`config.mk`:
```
export PLATFORM = sky130hd
export DESIGN_NAME = instr_sequencer
export DESIGN_NICKNAME = d
export VERILOG_FILES = /design/src/rtl/instr_sequencer.sv
export SDC_FILE = /design/constraint.sdc
export NUM_CORES = 1
export LEC_CHECK = 0
export CORE_MARGIN = 2
export CORE_UTILIZATION = 45
export CTS_CLUSTER_SIZE = 14
export DETAILED_ROUTE_END_ITERATION = 16
export PLACE_DENSITY = 0.78
export SLEW_MARGIN = 20
export SYNTH_ARGS = -nofsm -noshare
export SYNTH_HDL_FRONTEND = slang
export SYNTH_SLANG_ARGS = --single-unit
```
`constraint.sdc`:
```
create_clock -name clock -period 1.8 [get_ports clock]
set_input_delay 0.27 -clock clock [delete_from_list [all_inputs] [get_ports clock]]
set_output_delay 0.27 -clock clock [all_outputs]
set_load 0.05 [all_outputs]
```
`src/rtl/instr_sequencer.sv`:
```
// Fetch/decode front end: reads instruction bytes from a synchronous ROM and
// issues one-cycle register commands to the REG stage; JMP and HALT are handled locally.
module instr_sequencer #(
  parameter int unsigned PC_WIDTH = 5
) (
  input  logic                clock,
  input  logic                reset,
  input  logic                ena,
  output logic [PC_WIDTH-1:0] rom_addr,
  input  logic [7:0]          rom_data,
  output logic                reg_ena,
  output logic [2:0]          reg_opcode,
  output logic [7:0]          reg_data,
  output logic [PC_WIDTH-1:0] pc,
  output logic                halt
);

  typedef enum logic [2:0] {
    StFetch,
    StDecode,
    StImmAddr,
    StImm,
    StHalted
  } state_e;

  state_e              state_q, state_d;
  logic [PC_WIDTH-1:0] pc_q, pc_d;
  logic                halt_q, halt_d;
  logic                load_r1_q, load_r1_d;
  logic                reg_ena_q, reg_ena_d;
  logic [2:0]          reg_opcode_q, reg_opcode_d;
  logic [7:0]          reg_data_q, reg_data_d;
  logic [2:0]          op;

  assign op = rom_data[7:5];

  always_comb begin
    state_d      = state_q;
    pc_d         = pc_q;
    halt_d       = halt_q;
    load_r1_d    = load_r1_q;
    reg_ena_d    = 1'b0;
    reg_opcode_d = reg_opcode_q;
    reg_data_d   = reg_data_q;
    // With ena low everything holds; the ROM keeps re-reading the same address.
    if (ena) begin
      unique case (state_q)
        StFetch: state_d = StDecode;
        StDecode: begin
          unique case (op)
            3'b000, 3'b001: begin
              load_r1_d = op[0];
              pc_d      = pc_q + PC_WIDTH'(1);
              state_d   = StImmAddr;
            end
            3'b110: begin
              pc_d    = PC_WIDTH'(rom_data[4:0]);
              state_d = StFetch;
            end
            3'b111: begin
              halt_d  = 1'b1;
              state_d = StHalted;
            end
            default: begin
              reg_ena_d    = 1'b1;
              reg_opcode_d = op;
              reg_data_d   = 8'h00;
              pc_d         = pc_q + PC_WIDTH'(1);
              state_d      = StFetch;
            end
          endcase
        end
        StImmAddr: state_d = StImm;
        StImm: begin
          reg_ena_d    = 1'b1;
          reg_opcode_d = {2'b00, load_r1_q};
          reg_data_d   = rom_data;
          pc_d         = pc_q + PC_WIDTH'(1);
          state_d      = StFetch;
        end
        StHalted: state_d = StHalted;
        default:  state_d = StFetch;
      endcase
    end
  end

  always_ff @(posedge clock or posedge reset) begin
    if (reset) begin
      state_q      <= StFetch;
      pc_q         <= '0;
      halt_q       <= 1'b0;
      load_r1_q    <= 1'b0;
      reg_ena_q    <= 1'b0;
      reg_opcode_q <= 3'b000;
      reg_data_q   <= 8'h00;
    end else begin
      state_q      <= state_d;
      pc_q         <= pc_d;
      halt_q       <= halt_d;
      load_r1_q    <= load_r1_d;
      reg_ena_q    <= reg_ena_d;
      reg_opcode_q <= reg_opcode_d;
      reg_data_q   <= reg_data_d;
    end
  end

  assign rom_addr   = pc_q;
  assign pc         = pc_q;
  assign halt       = halt_q;
  assign reg_ena    = reg_ena_q;
  assign reg_opcode = reg_opcode_q;
  assign reg_data   = reg_data_q;

endmodule
```
==> results.sh <==
export IMPL_drtIter0Drc=6
export IMPL_avgViaCountPerCell=5.11
export IMPL_ant_nets=0
export IMPL_port_buffers=33
export IMPL_ys_seq_area_frac=0.507
export IMPL_n_antenna_cell=0
export IMPL_clk_pin_slew_worst_paths_ns=0.12
export IMPL_io_pins=34
export IMPL_worst_path_max_fanout=2
export IMPL_fp_dieW_um=53.1
export IMPL_ff2ff_path_depth=4
export IMPL_crit_end="reg_opcode[0]"
export IMPL_track_usage=0.172
export IMPL_ys_warn_count=0
export IMPL_cap_violations=0
export IMPL_end_kind="primary output"
export IMPL_dr_pass1_iters=4
export IMPL_row_count=17
export IMPL_worstPathArrival_ns=1.48
export IMPL_yosysUniqueCellTypes=28
export IMPL_cts_max_level=1
export IMPL_grt_pass1_wl_mm=3.62
export IMPL_cp_top_family="buffers and inverters"
export IMPL_critPathBufInv=1
export IMPL_finalSetupTns_ns=0
export IMPL_synth_nets=129
export IMPL_routedWlPerCell_um=12.0
export IMPL_drcViolationCount=0
export IMPL_vias=920
export IMPL_fin_skew_ns=0.00364
export IMPL_grt_pass1_vias=848
export IMPL_p_per_area_nw_per_um2=1830
export IMPL_clk_latency_ns=0.30
export IMPL_timing_final_crit_share=0.970
export IMPL_chipHeight_um=53.1
export IMPL_layout_commonest_cell="nand2_1"
export IMPL_period_minus_slack_ns=1.75
export IMPL_numClockSinks=22
export IMPL_fmax_mhz=573
export IMPL_cts_hold_buffers=0
export IMPL_cpMaxStageDelayCell="clkdlybuf4s50_1"
export IMPL_postLayoutCellArea_um2=1460
export IMPL_dp_hpwl_mm=1.65
export IMPL_setup_violations_final=0
export IMPL_grt_ovfl_total=0
export IMPL_peakVddDrop_mv=1.01
export IMPL_die_area_um2=2820
export IMPL_final_cell_mix="27 x nand2_1, 22 x dfrtp_1, 19 x clkdlybuf4s50_1"
export IMPL_worst_path_largest_cell_delay_ns=0.80
export IMPL_cts_root_buf="clkbuf_4"
export IMPL_path_cells="clkdlybuf4s50_1"
export IMPL_postCtsSetupRepairBufs=0
export IMPL_cts_path_max_buffers=2
export IMPL_synth_cells=117
export IMPL_grt_antenna_before_repair=0
export IMPL_slew_violations=0
export IMPL_synth_area_per_cell_um2=9.27
export IMPL_hp_class="input port to async pin"
export IMPL_path_depth=1
export IMPL_grt_max_degree=24
export IMPL_cts_made_buffers=3
export IMPL_area_growth_pct=34.7
export IMPL_reg2reg_slack_ns=0.19
export IMPL_critPathRequiredTime_ns=1.53
export IMPL_core_area_um2=2250
export IMPL_outcome="completed"
export IMPL_start_kind="flop"
export IMPL_cts_tree="done"
export IMPL_reg2reg_from="state_q[0]"
export IMPL_worst_r2r_endpoint="pc[2]"
export IMPL_hold_violations=0
export IMPL_initial_core_util=0.481
export IMPL_synthesis_area_um2=1080
export IMPL_globalplace_congestion=0.770
export IMPL_wl_mm=2.17
export IMPL_finalNetCount=165
export IMPL_relSlewSlack=0.659
export IMPL_crit_type="flop to primary output"
export IMPL_dpl_instance_area_um2=1410
export IMPL_synth_seq_cells=22
export IMPL_drive_gt1_frac=0.164
export IMPL_rsz0062_at_grt="no"
export IMPL_critPathLaunch="reg_opcode[0]"
export IMPL_worstMarginPinSlew_ns=0.510
export IMPL_leakage_uw=0.000735
## sequential cells by signal, summed over array words and instances, names as in the netlist
name        cells
load_r1_q       1
reg_data        8
halt            1
pc              5
state_q         3
reg_ena         1
reg_opcode      3
## through the flow
stage,worst slack [ns],power (uW),std cells,hold WS [ns],utilization
global route,0.00333,2840,180,0.311,0.648
global placement,0.0511,2320,176,0.458,0.624
detailed placement,0.00542,2350,176,0.459,0.624
floorplan,0.216,1940,117,0.259,-
CTS,0.0268,2700,180,0.291,0.646
finish,0.0536,2680,180,0.290,0.648
## cell usage after synthesis (all sizes together)
| library cell | number | area (um2) |
|---|---|---|
| nor3 | 4 | 20.0 |
| nand4b | 1 | 8.76 |
| a21o | 1 | 7.51 |
| and3b | 2 | 18.8 |
| xor2 | 1 | 8.76 |
| o21ai | 14 | 70.1 |
| and2 | 1 | 6.26 |
| a22oi | 1 | 7.51 |
| dfrtp | 22 | 551 |
| inv | 7 | 26.3 |
| nand3 | 2 | 10.0 |
| mux2i | 5 | 50.1 |
| nand2 | 27 | 101 |
| nor2 | 5 | 18.8 |
| or3 | 1 | 6.26 |
| o22ai | 3 | 18.8 |
| clkbuf | 2 | 7.51 |
| mux2 | 1 | 11.3 |
| nand2b | 1 | 6.26 |
| nand3b | 1 | 7.51 |
| a221o | 1 | 10.0 |
| a31oi | 2 | 12.5 |
| ha | 1 | 12.5 |
| a21oi | 2 | 10.0 |
| buf | 8 | 71.3 |
| or2 | 1 | 6.26 |
## power breakdown
| group | total [uW] | internal (uW) | switching [uW] | leakage, uW |
|---|---|---|---|---|
| Clock | 371 | 225 | 146 | 0.0000279 |
| Sequential | 823 | 666 | 157 | 0.000280 |
| Combinational | 1480 | 476 | 1010 | 0.000427 |
## cell type report
class,count,area (um2)
timing repair buffer,41,368
tap,28,35.0
clock buffer,3,22.5
multi-input combinational,78,429
inverter,7,26.3
fill,209,793
sequential,22,551
clock inverter,1,30.0
## worst min-delay path by stage
stage	from	endpoint	slack, ns	cells past startpoint
global placement	halt	halt	0.46	1
CTS	reset	reg_opcode[0]	0.29	3
global route	reset	reg_ena	0.31	3
floorplan	reset	halt	0.26	1
detailed placement	halt	halt	0.46	1
finish	reset	load_r1_q	0.29	3
## per-layer routing
metal  GRT usage  routed length (um)  vias to the layer above
met5           0                   0                        -
met4      0.0385                   0                        0
met3      0.0282                 127                        0
met2       0.308                1060                       26
met1       0.215                 982                      436
li1            -                   -                      458
## repair_timing
item | CTS | global route
endpoints found under the setup margin | 2 | 2
resized for setup | 2 | 2
gates cloned | 0 | 0
## logic make-up (layout without fill, tap and decap cells)
logic type,count (synthesis),count (layout),share of synthesized area
compound gates,24,24,0.126
xor+xnor,1,1,0.00808
fa+ha+maj,1,1,0.0115
buf+inv,17,52,0.0969
flops,22,22,0.507
mux,6,6,0.0565
simple gates,46,46,0.194
(Power assumes the default switching activity.)
==> edit, RTL diff (same flow settings) <==
Take the reset off `pc_q` and `reg_data_q` and load them in a clocked block of their own.
--- a/src/rtl/instr_sequencer.sv
+++ b/src/rtl/instr_sequencer.sv
@@ -88,19 +88,20 @@
     if (reset) begin
       state_q      <= StFetch;
-      pc_q         <= '0;
       halt_q       <= 1'b0;
       load_r1_q    <= 1'b0;
       reg_ena_q    <= 1'b0;
       reg_opcode_q <= 3'b000;
-      reg_data_q   <= 8'h00;
     end else begin
       state_q      <= state_d;
-      pc_q         <= pc_d;
       halt_q       <= halt_d;
       load_r1_q    <= load_r1_d;
       reg_ena_q    <= reg_ena_d;
       reg_opcode_q <= reg_opcode_d;
-      reg_data_q   <= reg_data_d;
     end
+  end
+
+  always_ff @(posedge clock) begin
+    pc_q       <= pc_d;
+    reg_data_q <= reg_data_d;
   end
 
Behaviour: differs if reset is asserted again (counterexample within 4 cycles, from zero or initial values and one cycle with reset high); with reset held inactive, the same outputs for 10 cycles.
==> edit against the unedited design <==
Sequential cell count is the same; die area shrank 2.5%; power shrank 32%; final area grew 1.4%; area after synthesis shrank 2.7%; clock power shrank 41%; largest cell class unchanged; cell count shrank 14%; combinational power shrank 40%; worst setup slack gained 0.022 ns; wire length shrank 6.7%.
==> edit: results (changes against the unedited design) <==
LAYOUT
--------------------------------------------------------------------------------------
Layout cells sized above 1                                                       26.8%   was 16.4%
Multi-input combinational cell count                                                49   was 78
Non-clock inverter total of the final layout                                         5   was 7
Clkbuf count                                                                         4   was 3
Clock buf/inv share                                                              1.77%   was 3.60%
Final Net Count                                                                    141   was 165
Cell area after layout                                                      1480 sq um   was 1460 sq um

YOSYS
--------------------------------------------------------------------------------------
Commonest register cell after synthesis                                       edfxtp_1   was dfrtp_1
Ys async rst share                                                               40.9%   was 100%
Number of enable flip-flop cells after synthesis                                    13   was 0
Number of distinct standard cells referenced by the synthesized netlist             29   was 28
Top cells by area in the synthesized netlist                              edfxtp_1, dfrtp_1, mux2_2, and2_1, buf_4   was dfrtp_1, nand2_1, o21ai_0, mux2i_1, buf_4
Top cell types by occurrence after synthesis                              edfxtp_1, dfrtp_1, and2_1   was nand2_1, dfrtp_1, o21ai_0

PWR
--------------------------------------------------------------------------------------
Maximum VDD drop                                                              0.847 mV   was 1.01 mV
Sequential share of power                                                        39.6%   was 30.8%

PLACE
--------------------------------------------------------------------------------------
Instance count after placement with tap cells included                             151   was 176
Worst slack at placement                                                    -0.0686 ns   was 0.00542 ns
Weighted congestion at the end of routability-driven global placement            0.805   was 0.770

WORST SETUP PATH
--------------------------------------------------------------------------------------
CP Launch Point                                                           reg_opcode[1]   was reg_opcode[0]
R2r startpoint                                                              state_q[2]   was state_q[0]
Data arrival time of the critical path                                         1.45 ns   was 1.48 ns
End point of the critical path                                            reg_opcode[1]   was reg_opcode[0]

STA
--------------------------------------------------------------------------------------
Setup clock skew after layout                                               0.00281 ns   was 0.00364 ns
Actual transition at the worst max-transition pin                             0.511 ns   was 0.510 ns
Worst setup slack after layout                                               0.0751 ns   was 0.0536 ns

ROUTE
--------------------------------------------------------------------------------------
Highest signal layer in the routed design                                         met4   was met3
Total length of routed met2 wires                                              1.08 mm   was 1.06 mm
Met3 WL post-DR                                                                  99 um   was 127 um
DRT Wirelength                                                                 2.02 mm   was 2.17 mm
Number of DRC markers after the initial detailed-route iteration                    12   was 6
Total vias in the final route                                                      784   was 920

GLOBAL ROUTING
--------------------------------------------------------------------------------------
Vias in the first global route                                                     738   was 848
Grt met2 use                                                                     29.4%   was 30.8%

STATUS
--------------------------------------------------------------------------------------
Status                                                                       completed   unchanged

==> edit: cell count changes in the layout (fill, tap and decap cells not counted), moves of 4 or more <==
cell / unedited run / this run
nor3_1: 4 / 0
and2_1: 1 / 8
nand2_1: 27 / 4
o21ai_0: 13 / 3
mux2_2: 1 / 5
dfrtp_1: 22 / 9
edfxtp_1: 0 / 13
buf_4: 18 / 24
==> edit: cells by family (layout without fill, tap and decap cells) <==
family | count (synthesis) | count (layout) | share of synthesized area, %
AND/OR/NAND/NOR | 27 | 27 | 16.9
AO/OA/AOI/OAI | 10 | 10 | 6.64
buffers and inverters | 12 | 56 | 6.04
multiplexers | 7 | 7 | 7.23
flip-flops | 22 | 22 | 58.3
XOR/XNOR | 3 | 3 | 2.49
adder cells (fa/ha/maj) | 2 | 2 | 2.37
==> edit: timing repair <==
| action | 4_1_cts | 5_1_grt |
|---|---|---|
| hold endpoints to repair | 0 | 0 |
| endpoints found under the setup margin | 1 | 0 |
| resized for setup | 1 | 0 |
